File: src/rtl/pipe_stall_regs_if.sv
// Pipeline register bus for pipe_stall_regs: the stall request and the next-stage
// inputs go in, and the PC, F/D and D/E register contents and the stall statistics
// come out. The master drives the inputs and the slave (the register block) drives
// the outputs.
interface pipe_stall_regs_if #(
    parameter int unsigned CNT_W = 32
);
    logic             stall;
    logic [31:0]      npc;
    logic [31:0]      F_instr;
    logic [31:0]      D_rs_data;
    logic [31:0]      D_rt_data;
    logic [31:0]      D_ext;

    logic [31:0]      F_pc;
    logic [31:0]      D_instr;
    logic [31:0]      D_pc;
    logic [31:0]      E_instr;
    logic [31:0]      E_pc;
    logic [31:0]      E_rs_data;
    logic [31:0]      E_rt_data;
    logic [31:0]      E_ext;
    logic             E_bubble;
    logic [CNT_W-1:0] stall_cnt;
    logic             stall_err;

    modport master (
        output stall, npc, F_instr, D_rs_data, D_rt_data, D_ext,
        input  F_pc, D_instr, D_pc, E_instr, E_pc, E_rs_data, E_rt_data, E_ext,
        input  E_bubble, stall_cnt, stall_err
    );

    modport slave (
        input  stall, npc, F_instr, D_rs_data, D_rt_data, D_ext,
        output F_pc, D_instr, D_pc, E_instr, E_pc, E_rs_data, E_rt_data, E_ext,
        output E_bubble, stall_cnt, stall_err
    );
endinterface

File: src/rtl/pipe_stall_regs.sv
// PC, F/D and D/E pipeline registers with stall handling. A stall request freezes
// the PC and F/D and puts a nop bubble into D/E. The block also counts stalled
// cycles (saturating) and sets a sticky flag when a stall run is longer than
// MAX_STALL_RUN.
module pipe_stall_regs #(
    parameter logic [31:0] PC_RESET      = 32'h0000_3000,
    parameter int unsigned MAX_STALL_RUN = 2,
    parameter int unsigned CNT_W         = 32
) (
    input logic              clk,
    input logic              reset,
    pipe_stall_regs_if.slave bus
);
    // The run counter must be able to hold MAX_STALL_RUN + 1.
    localparam int unsigned RUN_W = $clog2(MAX_STALL_RUN + 2);
    localparam logic [RUN_W-1:0] RunLimit = RUN_W'(MAX_STALL_RUN);
    localparam logic [RUN_W-1:0] RunSat   = RUN_W'(MAX_STALL_RUN + 1);

    logic [31:0]      f_pc_q, f_pc_d;
    logic [31:0]      d_instr_q, d_instr_d;
    logic [31:0]      d_pc_q, d_pc_d;
    logic [31:0]      e_instr_q, e_instr_d;
    logic [31:0]      e_pc_q, e_pc_d;
    logic [31:0]      e_rs_data_q, e_rs_data_d;
    logic [31:0]      e_rt_data_q, e_rt_data_d;
    logic [31:0]      e_ext_q, e_ext_d;
    logic             e_bubble_q, e_bubble_d;
    logic [CNT_W-1:0] stall_cnt_q, stall_cnt_d;
    logic             stall_err_q, stall_err_d;
    logic [RUN_W-1:0] run_q, run_d;

    // Next-state for the pipeline registers: advance normally, or freeze and insert a bubble.
    always_comb begin
        f_pc_d      = f_pc_q;
        d_instr_d   = d_instr_q;
        d_pc_d      = d_pc_q;
        e_instr_d   = '0;
        e_pc_d      = d_pc_q;  // a bubble keeps the stalled PC so debug traces still show it
        e_rs_data_d = '0;
        e_rt_data_d = '0;
        e_ext_d     = '0;
        e_bubble_d  = 1'b1;
        if (!bus.stall) begin
            f_pc_d      = bus.npc;
            d_instr_d   = bus.F_instr;
            d_pc_d      = f_pc_q;
            e_instr_d   = d_instr_q;
            e_rs_data_d = bus.D_rs_data;
            e_rt_data_d = bus.D_rt_data;
            e_ext_d     = bus.D_ext;
            e_bubble_d  = 1'b0;
        end
    end

    // Next-state for the stall statistics, the run-length counter and the sticky error flag.
    always_comb begin
        stall_cnt_d = stall_cnt_q;
        stall_err_d = stall_err_q;
        run_d       = '0;
        if (bus.stall) begin
            if (stall_cnt_q != {CNT_W{1'b1}}) begin
                stall_cnt_d = stall_cnt_q + CNT_W'(1);
            end
            run_d = (run_q == RunSat) ? run_q : run_q + RUN_W'(1);
            if (run_q == RunLimit) begin
                stall_err_d = 1'b1;
            end
        end
    end

    // State registers with asynchronous active-high reset.
    always_ff @(posedge clk or posedge reset) begin
        if (reset) begin
            f_pc_q      <= PC_RESET;
            d_instr_q   <= '0;
            d_pc_q      <= '0;
            e_instr_q   <= '0;
            e_pc_q      <= '0;
            e_rs_data_q <= '0;
            e_rt_data_q <= '0;
            e_ext_q     <= '0;
            e_bubble_q  <= 1'b0;
            stall_cnt_q <= '0;
            stall_err_q <= 1'b0;
            run_q       <= '0;
        end else begin
            f_pc_q      <= f_pc_d;
            d_instr_q   <= d_instr_d;
            d_pc_q      <= d_pc_d;
            e_instr_q   <= e_instr_d;
            e_pc_q      <= e_pc_d;
            e_rs_data_q <= e_rs_data_d;
            e_rt_data_q <= e_rt_data_d;
            e_ext_q     <= e_ext_d;
            e_bubble_q  <= e_bubble_d;
            stall_cnt_q <= stall_cnt_d;
            stall_err_q <= stall_err_d;
            run_q       <= run_d;
        end
    end

    // Register outputs onto the bus.
    always_comb begin
        bus.F_pc      = f_pc_q;
        bus.D_instr   = d_instr_q;
        bus.D_pc      = d_pc_q;
        bus.E_instr   = e_instr_q;
        bus.E_pc      = e_pc_q;
        bus.E_rs_data = e_rs_data_q;
        bus.E_rt_data = e_rt_data_q;
        bus.E_ext     = e_ext_q;
        bus.E_bubble  = e_bubble_q;
        bus.stall_cnt = stall_cnt_q;
        bus.stall_err = stall_err_q;
    end
endmodule
File: src/flat_wrapper.sv
// flat-port wrapper written by rule: the top's interface ports become plain ports
module pipe_stall_regs_flat 
#(
    parameter logic [31:0] PC_RESET      = 32'h0000_3000,
    parameter int unsigned MAX_STALL_RUN = 2,
    parameter int unsigned CNT_W         = 32
)
  (clk, reset, bus_stall, bus_npc, bus_F_instr, bus_D_rs_data, bus_D_rt_data, bus_D_ext, bus_F_pc, bus_D_instr, bus_D_pc, bus_E_instr, bus_E_pc, bus_E_rs_data, bus_E_rt_data, bus_E_ext, bus_E_bubble, bus_stall_cnt, bus_stall_err);
  pipe_stall_regs_if #(.CNT_W(CNT_W)) bus_i ();
  input logic clk;
  input logic reset;
  input wire logic [$bits(bus_i.stall)-1:0] bus_stall;
  input wire logic [$bits(bus_i.npc)-1:0] bus_npc;
  input wire logic [$bits(bus_i.F_instr)-1:0] bus_F_instr;
  input wire logic [$bits(bus_i.D_rs_data)-1:0] bus_D_rs_data;
  input wire logic [$bits(bus_i.D_rt_data)-1:0] bus_D_rt_data;
  input wire logic [$bits(bus_i.D_ext)-1:0] bus_D_ext;
  output wire logic [$bits(bus_i.F_pc)-1:0] bus_F_pc;
  output wire logic [$bits(bus_i.D_instr)-1:0] bus_D_instr;
  output wire logic [$bits(bus_i.D_pc)-1:0] bus_D_pc;
  output wire logic [$bits(bus_i.E_instr)-1:0] bus_E_instr;
  output wire logic [$bits(bus_i.E_pc)-1:0] bus_E_pc;
  output wire logic [$bits(bus_i.E_rs_data)-1:0] bus_E_rs_data;
  output wire logic [$bits(bus_i.E_rt_data)-1:0] bus_E_rt_data;
  output wire logic [$bits(bus_i.E_ext)-1:0] bus_E_ext;
  output wire logic [$bits(bus_i.E_bubble)-1:0] bus_E_bubble;
  output wire logic [$bits(bus_i.stall_cnt)-1:0] bus_stall_cnt;
  output wire logic [$bits(bus_i.stall_err)-1:0] bus_stall_err;
  assign bus_i.stall = bus_stall;
  assign bus_i.npc = bus_npc;
  assign bus_i.F_instr = bus_F_instr;
  assign bus_i.D_rs_data = bus_D_rs_data;
  assign bus_i.D_rt_data = bus_D_rt_data;
  assign bus_i.D_ext = bus_D_ext;
  assign bus_F_pc = bus_i.F_pc;
  assign bus_D_instr = bus_i.D_instr;
  assign bus_D_pc = bus_i.D_pc;
  assign bus_E_instr = bus_i.E_instr;
  assign bus_E_pc = bus_i.E_pc;
  assign bus_E_rs_data = bus_i.E_rs_data;
  assign bus_E_rt_data = bus_i.E_rt_data;
  assign bus_E_ext = bus_i.E_ext;
  assign bus_E_bubble = bus_i.E_bubble;
  assign bus_stall_cnt = bus_i.stall_cnt;
  assign bus_stall_err = bus_i.stall_err;
  pipe_stall_regs #(.PC_RESET(PC_RESET), .MAX_STALL_RUN(MAX_STALL_RUN), .CNT_W(CNT_W)) u_core (.clk(clk), .reset(reset), .bus(bus_i));
endmodule
File: config.mk
export PLATFORM = sky130hd
export DESIGN_NAME = pipe_stall_regs_flat
export DESIGN_NICKNAME = d
export VERILOG_FILES = /design/src/rtl/pipe_stall_regs_if.sv /design/src/rtl/pipe_stall_regs.sv /design/src/flat_wrapper.sv
export SDC_FILE = /design/constraint.sdc
export NUM_CORES = 1
export LEC_CHECK = 0
export ABC_AREA = 0
export CAP_MARGIN = 30
export CORE_AREA = 8 8 170 172
export CTS_CLUSTER_DIAMETER = 60
export DETAILED_ROUTE_END_ITERATION = 6
export DIE_AREA = 0 0 178 180
export GPL_TIMING_DRIVEN = 1
export PLACE_DENSITY = 0.72
export RECOVER_POWER = 25
export SYNTH_ARGS = -nofsm -noshare
export SYNTH_HDL_FRONTEND = slang
export SYNTH_SLANG_ARGS = --single-unit
export TNS_END_PERCENT = 5
File: constraint.sdc
create_clock -name clk -period 10.8 [get_ports clk]
set_input_delay 1.08 -clock clk [delete_from_list [all_inputs] [get_ports clk]]
set_output_delay 1.08 -clock clk [all_outputs]
set_load 0.01 [all_outputs]
Word level (Yosys, flattened, before mapping). Cells that the tools add are included.

Flip-flop bits (word level): 292. Latch bits: 0. RAM bits: 0. Memory bits (read-only): 0. Bits of input ports: 163. Output and inout bits: 290. Word-level logic and storage cells: 27. Memories kept: 0.

Add/sub/neg operators: 2. $mul: 0. Div/mod/pow operators: 0. Magnitude comparators: 0. Equal/unequal tests: 4. Shift operators: 0. Multiplexer cells: 7. Bitwise gates (word level): 0. Reduce and logical (&&, ||, !) cells: 2.

Operator list (count): two-way mux 32 bit (4); adder 32 x 1 -> 32 bit, second input constant (1); inequality test 32 bit, second input constant (1); equality test 2 bit, second input constant (2); two-way mux 2 bit (2); AND reduction 2 bit (2); adder 2 x 1 -> 2 bit, second input constant (1); inequality test 2 bit, second input constant (1); two-way mux 1 bit (1).

Longest topological paths before layout.
Depth in word-level cells: 3. Gate-level depth with buffers: 7.

Worst setup path before layout. OpenSTA, ideal clock, no wires.

Kind: input -> register. Start point: in bus_stall. End point: reg u_core.stall_cnt_q[14] (netlist: u_core.bus.stall_cnt[14]). Library setup time: 0.128 ns. Arrival: 2.357 ns. Data required time: 10.672 ns. Setup slack: 8.315 ns. Stages on the path: 6. Cells stage by stage: clkbuf_1 -> nand2_1 -> or3_1 -> a31o_1 -> or3_1 -> xnor2_1.

Cells in the longest elaborated chain, start to end: 1.

Ends and longest elaborated chain: start, declared (RTL line flat_wrapper.sv:12) `input wire logic [$bits(bus_i.stall)-1:0] bus_stall;`; AND reduction 2 bit (no line); end signal, assigned (RTL line pipe_stall_regs.sv:96) `stall_cnt_q <= stall_cnt_d;`; end, declared (RTL line pipe_stall_regs.sv:28) `logic [CNT_W-1:0] stall_cnt_q, stall_cnt_d;`.

No other way between the ends. A chain may end at the register's enable or synchronous reset.

==> reports/results.txt <==
Result of the run -> finished with violations
Violations in the final reports -> max-capacitance violations, max-slew violations
Total power per unit cell area -> 180 nW/um^2
Synth area leaders -> dfrtp_1, mux2_2, nor2b_1
Classification of the worst-slack hold path -> flip-flop to flip-flop
Worst Path Max Fanout -> 176
Hold worst-path end -> u_core.bus.E_pc[11]$_DFF_PP0_
Average cell area after synthesis -> 15.0 sq um
Static leakage -> 6.88 nW
HPWL Detailed -> 23100 um
Area of the core -> 26400 sq um
Overall die area -> 32000 sq um
R2r startpoint -> u_core.bus.stall_cnt[17]$_DFFE_PP0P_
Met3 Wirelength -> 3580 um
Most common cell in the netlist -> dfrtp_1
Overall power of the completed layout -> 2.92 mW
Top FF cell, synth -> dfrtp_1
CTS tree -> yes
Number of ports placed on the die boundary -> 453
Number of antenna cells inserted -> 0
Synth warn -> 0
Synth cell types -> 30
Number of register bits inferred by synthesis -> 292
Number of buffers inserted by hold repair at cts -> 0
Total congestion overflow after global routing -> 0
Amount of wire on met2 after detailed routing -> 15100 um
Worst-Skew Late Latency -> 0.49 ns
Post-synth EDFFs -> 0
Via count -> 6862
Fraction of layout instances using a drive strength above 1 -> 14.1%
Area share of the largest cell type after synthesis -> 71.6%
Post-synth ARST share -> 100%
P&R area growth vs syn -> 60.1%
Mapped Cells -> 674
Area of the multi-input gates -> 2700 sq um
Highest metal layer with signal wires -> met5
Reg2Reg Capture Point -> u_core.bus.stall_cnt[1]$_DFFE_PP0P_
Peak supply drop -> 136 uV
Worst setup skew after layout -> 0.0106 ns
Unrepaired setup endpoints after global routing -> false
Register area -> 7310 sq um
Post-Place Cell Area -> 15100 sq um
Detailed-routing wirelength on met1 -> 11400 um
Combined area of all synthesized cells -> 10100 sq um
Layout filler cell count -> 2041
Routability Congestion -> 0.851
Number of max-cap violations -> 1
Die Ht -> 180 um
Clock Sinks -> 292
Worst setup startpoint -> reset
Reg clk slew, reported paths -> 0.06 ns
Final period utilization -> 45.4%
Worst r2r path cells -> 5
Actual slew at the worst max-slew pin -> 5.07 ns
Headroom to the max-slew limit -> -238%
Final max-slew violation count -> 118
Number of instances resized during post-cts repair -> 0
Flop2flop setup slack -> 8.04 ns
Global Route Usage Sum -> 18.9%
Wire length of the first global-routing pass -> 46100 um
Start-to-end type of the worst setup path -> primary input to async pin
Number of global-route vias before repair -> 7324
Data arrival at the endpoint of the critical path -> 5.39 ns
Total CTS buffers -> 34
Post-detailed-route count of antenna-violating nets -> 0
Buffers from clock root to sink, at most -> 3
Post-synthesis net count -> 840
Residual DRC count -> 0
Final-layout setup total negative slack -> 0 ns
Pin count of the biggest net entering global routing -> 177
Total of endpoints with negative setup slack in the final report -> 0
# port buffers -> 452
Sort of element at the end of the critical path -> async pin
Die Span X -> 178 um
Sequential-to-total area share from yosys stat -> 72.1%
Net count of the finished layout -> 1304
Maximum frequency from static timing analysis -> 0.204 GHz
Kind of start point of the critical path -> primary input
Final Hold Fails -> 0
Std-Cell Rows -> 60
Final cell area excluding filler cells -> 16200 sq um
H-tree depth reported by CTS -> 2
Cell types with the highest counts after synthesis -> dfrtp_1, nor2b_1, mux2_2
Detailed-routing iteration count for the pre-antenna-repair pass -> 4
Initial antenna violation count -> 1
Average vias per placed instance -> 4.57
Wire per inst -> 20.7 um
Number of post-CTS setup repair buffers -> 0
Hold depth -> 0
Final routed wirelength across all metal layers -> 31100 um
Clock period minus final worst setup slack -> 4.91 ns
Min-delay src -> u_core.bus.D_pc[11]$_DFFE_PP0N_
Buffer type at the clock tree root -> clkbuf_16
Required @ worst endpoint -> 11.28 ns
Number of DRC markers in iteration 0 -> 326
Post-synth top area cell -> dfrtp_1
Initial cell density of the core -> 38.5%
==> layout by cell type, fill, tap and decap left out, types with 2 or more instances in the layout <==
| master | synthesis | layout |
|---|---|---|
| a21oi_1 | 4 | 4 |
| and2_1 | 2 | 2 |
| and3_1 | 5 | 5 |
| and4_1 | 3 | 3 |
| buf_16 | 0 | 2 |
| bufinv_16 | 0 | 2 |
| clkbuf_1 | 27 | 5 |
| clkbuf_16 | 0 | 37 |
| clkbuf_8 | 0 | 10 |
| clkdlybuf4s50_1 | 0 | 450 |
| clkinv_2 | 0 | 4 |
| dfrtp_1 | 290 | 290 |
| dfstp_2 | 2 | 2 |
| ha_1 | 3 | 3 |
| inv_1 | 7 | 6 |
| mux2_2 | 97 | 97 |
| nand2_1 | 16 | 16 |
| nand3_1 | 14 | 14 |
| nand4_1 | 14 | 14 |
| nand4_2 | 2 | 2 |
| nor2_1 | 10 | 10 |
| nor2b_1 | 128 | 128 |
| nor3_1 | 6 | 6 |
| nor4_1 | 2 | 2 |
| or3_1 | 3 | 3 |
| xnor2_1 | 26 | 26 |
| xor2_1 | 4 | 4 |
==> state kept, by name, indices dropped and copies added (netlist names) <==
signal and flops:
u_core.bus.D_instr 32, u_core.bus.D_pc 32, u_core.bus.E_bubble 1, u_core.bus.E_ext 32
u_core.bus.E_instr 32, u_core.bus.E_pc 32, u_core.bus.E_rs_data 32, u_core.bus.E_rt_data 32
u_core.bus.F_pc 32, u_core.bus.stall_cnt 32, u_core.bus.stall_err 1, u_core.run_q 2
==> critical path, stage by stage <==
cell and delay (ns):
dlygate4sd3_1 0.55, clkinvlp_2 2.77, buf_12 0.66
==> metal layers <==
layer | track usage (%) | up-vias
met5 | 0 | -
met4 | 6.70 | 2
met3 | 9.30 | 70
met2 | 31.3 | 287
met1 | 20.6 | 3335
li1 | - | 3168
==> power by group <==
part | internal, mW | switching, mW | leakage [nW] | total, mW
clock network | 0.737 | 0.436 | 0.585 | 1.17
registers | 1.20 | 0.0719 | 3.62 | 1.27
logic | 0.286 | 0.188 | 2.68 | 0.474
total | 2.22 | 0.696 | 6.88 | 2.92
==> worst max-delay path by stage <==
stage | to | slack, ns
3_3_place_gp | u_core.bus.D_instr[0]$_DFFE_PP0N_ | 7.38
6_report | u_core.bus.E_rt_data[18]$_DFF_PP0_ | 5.89
3_5_place_dp | u_core.bus.stall_cnt[14]$_DFFE_PP0P_ | 7.52
2_1_floorplan | u_core.bus.D_instr[0]$_DFFE_PP0N_ | 1.66
4_1_cts | u_core.bus.stall_cnt[14]$_DFFE_PP0P_ | 8.03
5_1_grt | u_core.bus.D_pc[3]$_DFFE_PP0N_ | 5.02
==> logic make-up after synthesis <==
logic type                 share of synthesized area, %
DFF                                                72.1
muxes                                              10.8
adders and majority gates                         0.370
xor gates and xnor gates                           2.59
buffers and inverters                              1.31
AOI/OAI and AO/OA                                 0.518
and+or+nand+nor                                    12.4
==> through the flow <==
| step | util [%] | worst slack [ns] | hold slack (ns) | instances |
|---|---|---|---|---|
| after global routing | 61.6 | 5.02 | 0.408 | 1502 |
| after CTS | 61.6 | 8.03 | 0.395 | 1501 |
| final | 61.6 | 5.89 | 0.394 | 1502 |
| after floorplan | - | 1.66 | 0.430 | 674 |
| after global placement | 57.0 | 7.38 | 0.377 | 1441 |
| after detailed placement | 57.1 | 7.52 | 0.382 | 1442 |
==> layout make-up <==
cell class / count / area share, %
Sequential cell: 292 / 45.0
Clock inverter: 8 / 0.601
Multi-Input combinational cell: 347 / 16.6
Clock buffer: 51 / 6.64
Timing Repair Buffer: 456 / 28.3
Tap cell: 341 / 2.63
Inverter: 7 / 0.170
(Power assumes the default switching activity.)
